`config.mk`:
```
export PLATFORM = sky130hd
export DESIGN_NAME = flat_array_reader
export DESIGN_NICKNAME = d
export VERILOG_FILES = /design/src/rtl/flat_array_reader.sv
export SDC_FILE = /design/constraint.sdc
export NUM_CORES = 1
export LEC_CHECK = 0
export ABC_AREA = 1
export CORE_UTILIZATION = 44
export DETAILED_ROUTE_END_ITERATION = 8
export PLACE_DENSITY = 0.8
export SYNTH_ARGS = -nofsm -noshare
export SYNTH_HDL_FRONTEND = slang
export SYNTH_SLANG_ARGS = --single-unit
export TNS_END_PERCENT = 5
```
`constraint.sdc`:
```
create_clock -name clk -period 1.1 [get_ports clk]
set_clock_uncertainty 0.05 [all_clocks]
set_input_delay 0.22 -clock clk [delete_from_list [all_inputs] [get_ports clk]]
set_output_delay 0.22 -clock clk [all_outputs]
set_load 0.005 [all_outputs]
```
`src/rtl/flat_array_reader.sv`:
```
`default_nettype none
// ============================================================================
// flat_array_reader : holds one packed ELEM_W x NUM_ELEM array and streams it
// out one element per valid/ready handshake, element 0 first.
// Option macro ARRAY_READER_SUM_EN adds a running element sum (sum_out/sum_valid).
// Revision: 1.0
// ============================================================================
module flat_array_reader #(
  parameter int ELEM_W   = 3,
  parameter int NUM_ELEM = 9
) (
  input  logic                       clk,
  input  logic                       rst,
  input  logic                       load_valid,
  output logic                       load_ready,
  input  logic [ELEM_W*NUM_ELEM-1:0] flat_in,
  output logic                       out_valid,
  input  logic                       out_ready,
  output logic [ELEM_W-1:0]          out_data,
  output logic [3:0]                 out_index,
  output logic                       out_last,
  output logic                       busy
`ifdef ARRAY_READER_SUM_EN
  ,
  output logic [ELEM_W+3:0]          sum_out,
  output logic                       sum_valid
`endif
);

  localparam int         FLAT_W   = ELEM_W * NUM_ELEM;
  localparam logic [3:0] LAST_IDX = 4'(NUM_ELEM - 1);

  typedef enum logic [0:0] {
    IDLE   = 1'b0,
    STREAM = 1'b1
  } state_t;

  state_t              state_q;
  logic [FLAT_W-1:0]   hold_q;
  logic [FLAT_W-1:0]   hold_d;
  logic [3:0]          index_q;
  logic [3:0]          index_d;
  logic                last_q;
  logic                valid_q;
  logic                ready_q;
  logic                w_load;
  logic                w_xfer;

  assign w_load  = load_valid && ready_q;
  assign w_xfer  = valid_q && out_ready;
  // The current element always sits in the low slot; each handshake shifts the next one down.
  assign hold_d  = hold_q >> ELEM_W;
  assign index_d = index_q + 4'd1;

  always_ff @(posedge clk or posedge rst) begin
    if (rst) begin
      state_q <= IDLE;
      hold_q  <= '0;
      index_q <= 4'd0;
      last_q  <= 1'b0;
      valid_q <= 1'b0;
      ready_q <= 1'b1;
    end else begin
      case (state_q)
        IDLE: begin
          if (w_load) begin
            hold_q  <= flat_in;
            index_q <= 4'd0;
            last_q  <= (LAST_IDX == 4'd0);
            valid_q <= 1'b1;
            ready_q <= 1'b0;
            state_q <= STREAM;
          end
        end
        STREAM: begin
          if (w_xfer) begin
            hold_q <= hold_d;
            if (last_q) begin
              index_q <= 4'd0;
              last_q  <= 1'b0;
              valid_q <= 1'b0;
              ready_q <= 1'b1;
              state_q <= IDLE;
            end else begin
              index_q <= index_d;
              last_q  <= (index_d == LAST_IDX);
            end
          end
        end
        default: begin
          state_q <= IDLE;
          valid_q <= 1'b0;
          ready_q <= 1'b1;
        end
      endcase
    end
  end

  assign load_ready = ready_q;
  assign out_valid  = valid_q;
  assign out_data   = hold_q[ELEM_W-1:0];
  assign out_index  = index_q;
  assign out_last   = last_q;
  assign busy       = (state_q == STREAM);

`ifdef ARRAY_READER_SUM_EN
  logic [ELEM_W+3:0] sum_q;
  logic              sum_valid_q;

  always_ff @(posedge clk or posedge rst) begin
    if (rst) begin
      sum_q       <= '0;
      sum_valid_q <= 1'b0;
    end else begin
      sum_valid_q <= w_xfer && last_q;
      if (w_load) begin
        sum_q <= '0;
      end else if (w_xfer) begin
        sum_q <= sum_q + {4'b0000, out_data};
      end
    end
  end

  assign sum_out   = sum_q;
  assign sum_valid = sum_valid_q;
`endif

endmodule
`default_nettype wire
```
==> flow_summary.yaml <==
timing:
  min_period_over_period: 1.214
  max_slew_margin: 0.8287
  min_period_ps: 1335
  setup_viol: 37
  fmax_mhz: 749.1
  hold-worst-slack_ps: 205.7
  hold_viol_final: 0
  report.final.slew_viol_count: 0
  rsz0062_at_grt: "true"
  tightest_slew_ps: 257.0
  fin_ws_ps: -234.9
  finalSetupTns_ps: -6110
cts:
  clk_path_buf_depth: 2
  clock_latency_ps: 290
  cts.hold.buffers_added: 0
  root_buffer: "clkbuf_8"
  cts_max_level: 2
  cts_tree: "done"
  numCtsBuffers: 5
  clk_pin_slew_worst_paths_ps: 60
  clock-sinks: 35
drt:
  num_vias: 1603
  first_pass_iters: 4
  routed_via_density: 4.887
  wirelength_um: 4143
  drc: 0
  drt_iter0_drc: 83
  avgRoutedWirePerCell_um: 12.63
  drtAntennaViolNets: 0
yosys:
  yosysMostFrequentCell: "nand2_1"
  ys.flop_type: "dfrtp_1"
  yosysTopAreaCell: "dfrtp_1"
  ys_ff_latch: 35
  synth_area_um2: 1788
  synth_cell_type_count: 26
  async_flop_share: 1.000
  synthTopCellsByCount: "63 x nand2_1, 34 x dfrtp_1, 27 x inv_1, 21 x o21ai_1, 15 x o21ai_0"
  synth_area_leaders: "dfrtp_1 48%, nand2_1 13%, o21ai_1 5.9%"
  avgSynthCellArea_um2: 8.434
  synth_enable_flop_cells: 0
  synth_cells: 212
  yosysSeqAreaShare: 0.4906
  yosysTopAreaCellShare: 0.4759
  synth_nets: 245
  ys.warnings.count: 0
run_status:
  violations: "setup timing"
  status: "complete, but fails checks"
layout:
  final_cells: 328
  syn_to_final_growth_pct: 45.28
  fin_nets: 313
  final_area_um2: 2597
  drive_gt1_frac: 0.2679
  antennaDiodeCount: 0
floorplan:
  dieArea_um2: 4322
  core-area_um2: 3771
  die_h_um: 65.75
  ios: 42
  initial_core_util: 0.4741
  fp.dieW_um: 65.75
  rows: 22
worst_setup_path:
  slowest_stage: "dfstp_2"
  cp-start-kind: "register"
  r2r_setup_slack_ps: -230
  critical_path.cell_chain: "buf_6, nand3_4, nand2_8, buf_6, nor2_2, o21bai_1"
  cp-endpoint: "out_last"
  path_depth: 6
  startpoint: "load_ready"
  crit_fanout: 7
  cpPeakStageDelay_ps: 540
  cp.required_ps: 1220
  r2r.worst_path.cells: 6
  cpLargestDelayFamily: "flip-flops"
  end_kind: "register"
  cp.arrival_ps: 1460
  timing.rr.end: "out_last"
  r2r-start: "load_ready"
  worst-path-buf-inv: 2
  critPathKind: "reg2reg"
  crit_top_cell: "buf_6"
pwr:
  seqPwrFrac: 0.543
  swShare: 0.2065
  ir_drop_mv: 0.7133
  power_switching_w: 0.0004893
  pwr-share-clk: 0.394
  intPower_w: 0.001880
  p_comb_frac: 0.062
  power_density_nw_per_um2: 912.1
  power.leakage_nw: 1.212
grt:
  grt_start_max_net_pins: 21
  grt_overflow: 0
  grt_pass1_vias: 1608
  antenna_found_initial: 0
  grt_pass1_wl_um: 7238
  grt_usage: 0.2289
worst_hold_path:
  holdCritPathClass: "in2async"
placed_design:
  dpl_cell_area_um2: 2382
  dp_hpwl_um: 2877
  gp_congestion: 0.7400
  port_buffers: 41
  dp_cells: 309
flow_run:
  cap_violations: 0
## registers in the layout (all words and copies together), names as in the netlist
| name | flops |
|---|---|
| hold_q | 27 |
| out_index | 4 |
| busy | 1 |
| load_ready | 1 |
| out_last | 1 |
| out_valid | 1 |
## worst min path at each step
stage	startpoint	end	slack (ps)
floorplan	flat_in[26]	hold_q[26]	290
global placement	hold_q[26]	hold_q[26]	440
detailed placement	hold_q[26]	hold_q[26]	450
CTS	rst	hold_q[23]	200
global route	rst	hold_q[23]	230
finish	rst	out_index[3]	210
## power by group through the flow
stage          registers [W]  logic (W)  clock network, W
5_1_grt              0.00129   0.000161           0.00103
4_1_cts              0.00129   0.000149          0.000952
2_1_floorplan        0.00131  0.0000190                 0
3_3_place_gp         0.00131   0.000146                 0
3_5_place_dp         0.00131   0.000148                 0
6_report             0.00129   0.000148          0.000934
## per-stage QoR
step | util | total power, W | setup slack, ps
after floorplan | - | 0.001330 | -103.2
after global placement | 0.6317 | 0.001457 | -314.8
after detailed placement | 0.6317 | 0.001459 | -340.4
after CTS | 0.6885 | 0.002388 | -217.6
after global routing | 0.6888 | 0.002473 | -292.6
final | 0.6888 | 0.002369 | -234.9
## timing repair
item / 4_1_cts / 5_1_grt
pin swaps: 4 / 2
gates cloned: 1 / 0
setup buffers: 10 / 1
gates resized for setup: 38 / 21
setup endpoints to repair: 46 / 45
## placed cells by master, fill, tap and decap left out, types with 2 or more instances in the layout
master / netlist / final
a21oi_2: 7 / 7
buf_12: 0 / 6
buf_2: 3 / 2
buf_4: 4 / 21
buf_6: 4 / 5
clkbuf_2: 0 / 8
clkbuf_8: 0 / 6
clkdlybuf4s50_1: 0 / 30
dfrtp_1: 34 / 33
ha_1: 2 / 2
inv_1: 27 / 26
nand2_1: 63 / 60
nand2_2: 0 / 3
nand3_1: 5 / 5
nand3_4: 1 / 2
nor2_1: 8 / 6
nor2_2: 1 / 2
o21a_1: 6 / 6
o21ai_0: 15 / 10
o21ai_1: 21 / 21
o21ai_2: 0 / 5
## cell families (layout without fill, tap and decap cells)
logic type / after synthesis / in the layout / share of synthesized area
DFF: 35 / 35 / 0.4906
xor gates and xnor gates: 1 / 1 / 0.004899
adders and majority gates: 2 / 2 / 0.01399
and+or+nand+nor: 81 / 81 / 0.1966
buffers and inverters: 41 / 109 / 0.1225
AOI/OAI and AO/OA: 52 / 52 / 0.1714
## layout make-up
class	count	area, um2
fillers	282	1174
flip-flops and latches	35	878.3
multi-input cells	136	735.7
repair buffers	74	720.7
inverters	28	115.1
clock buffers	6	82.58
well taps	48	60.06
clock inverters	1	5.005
## worst register-to-register path, delay by kind of cell, from the launching register on
kind | cells | cell delay (ps)
and+or+nand+nor | 3 | 270
buffers and inverters | 2 | 220
AOI/OAI and AO/OA | 1 | 140
DFF | 1 | 540
## layer usage
| layer | vias to the layer above | part of all wire | global-route usage |
|---|---|---|---|
| li1 | 798 | - | - |
| met1 | 754 | 0.42 | 0.2700 |
| met2 | 39 | 0.51 | 0.3941 |
| met3 | 12 | 0.041 | 0.04167 |
| met4 | 0 | 0.028 | 0.1141 |
| met5 | - | 0 | 0 |
No activity file was read; power rests on OpenSTA's default activity.
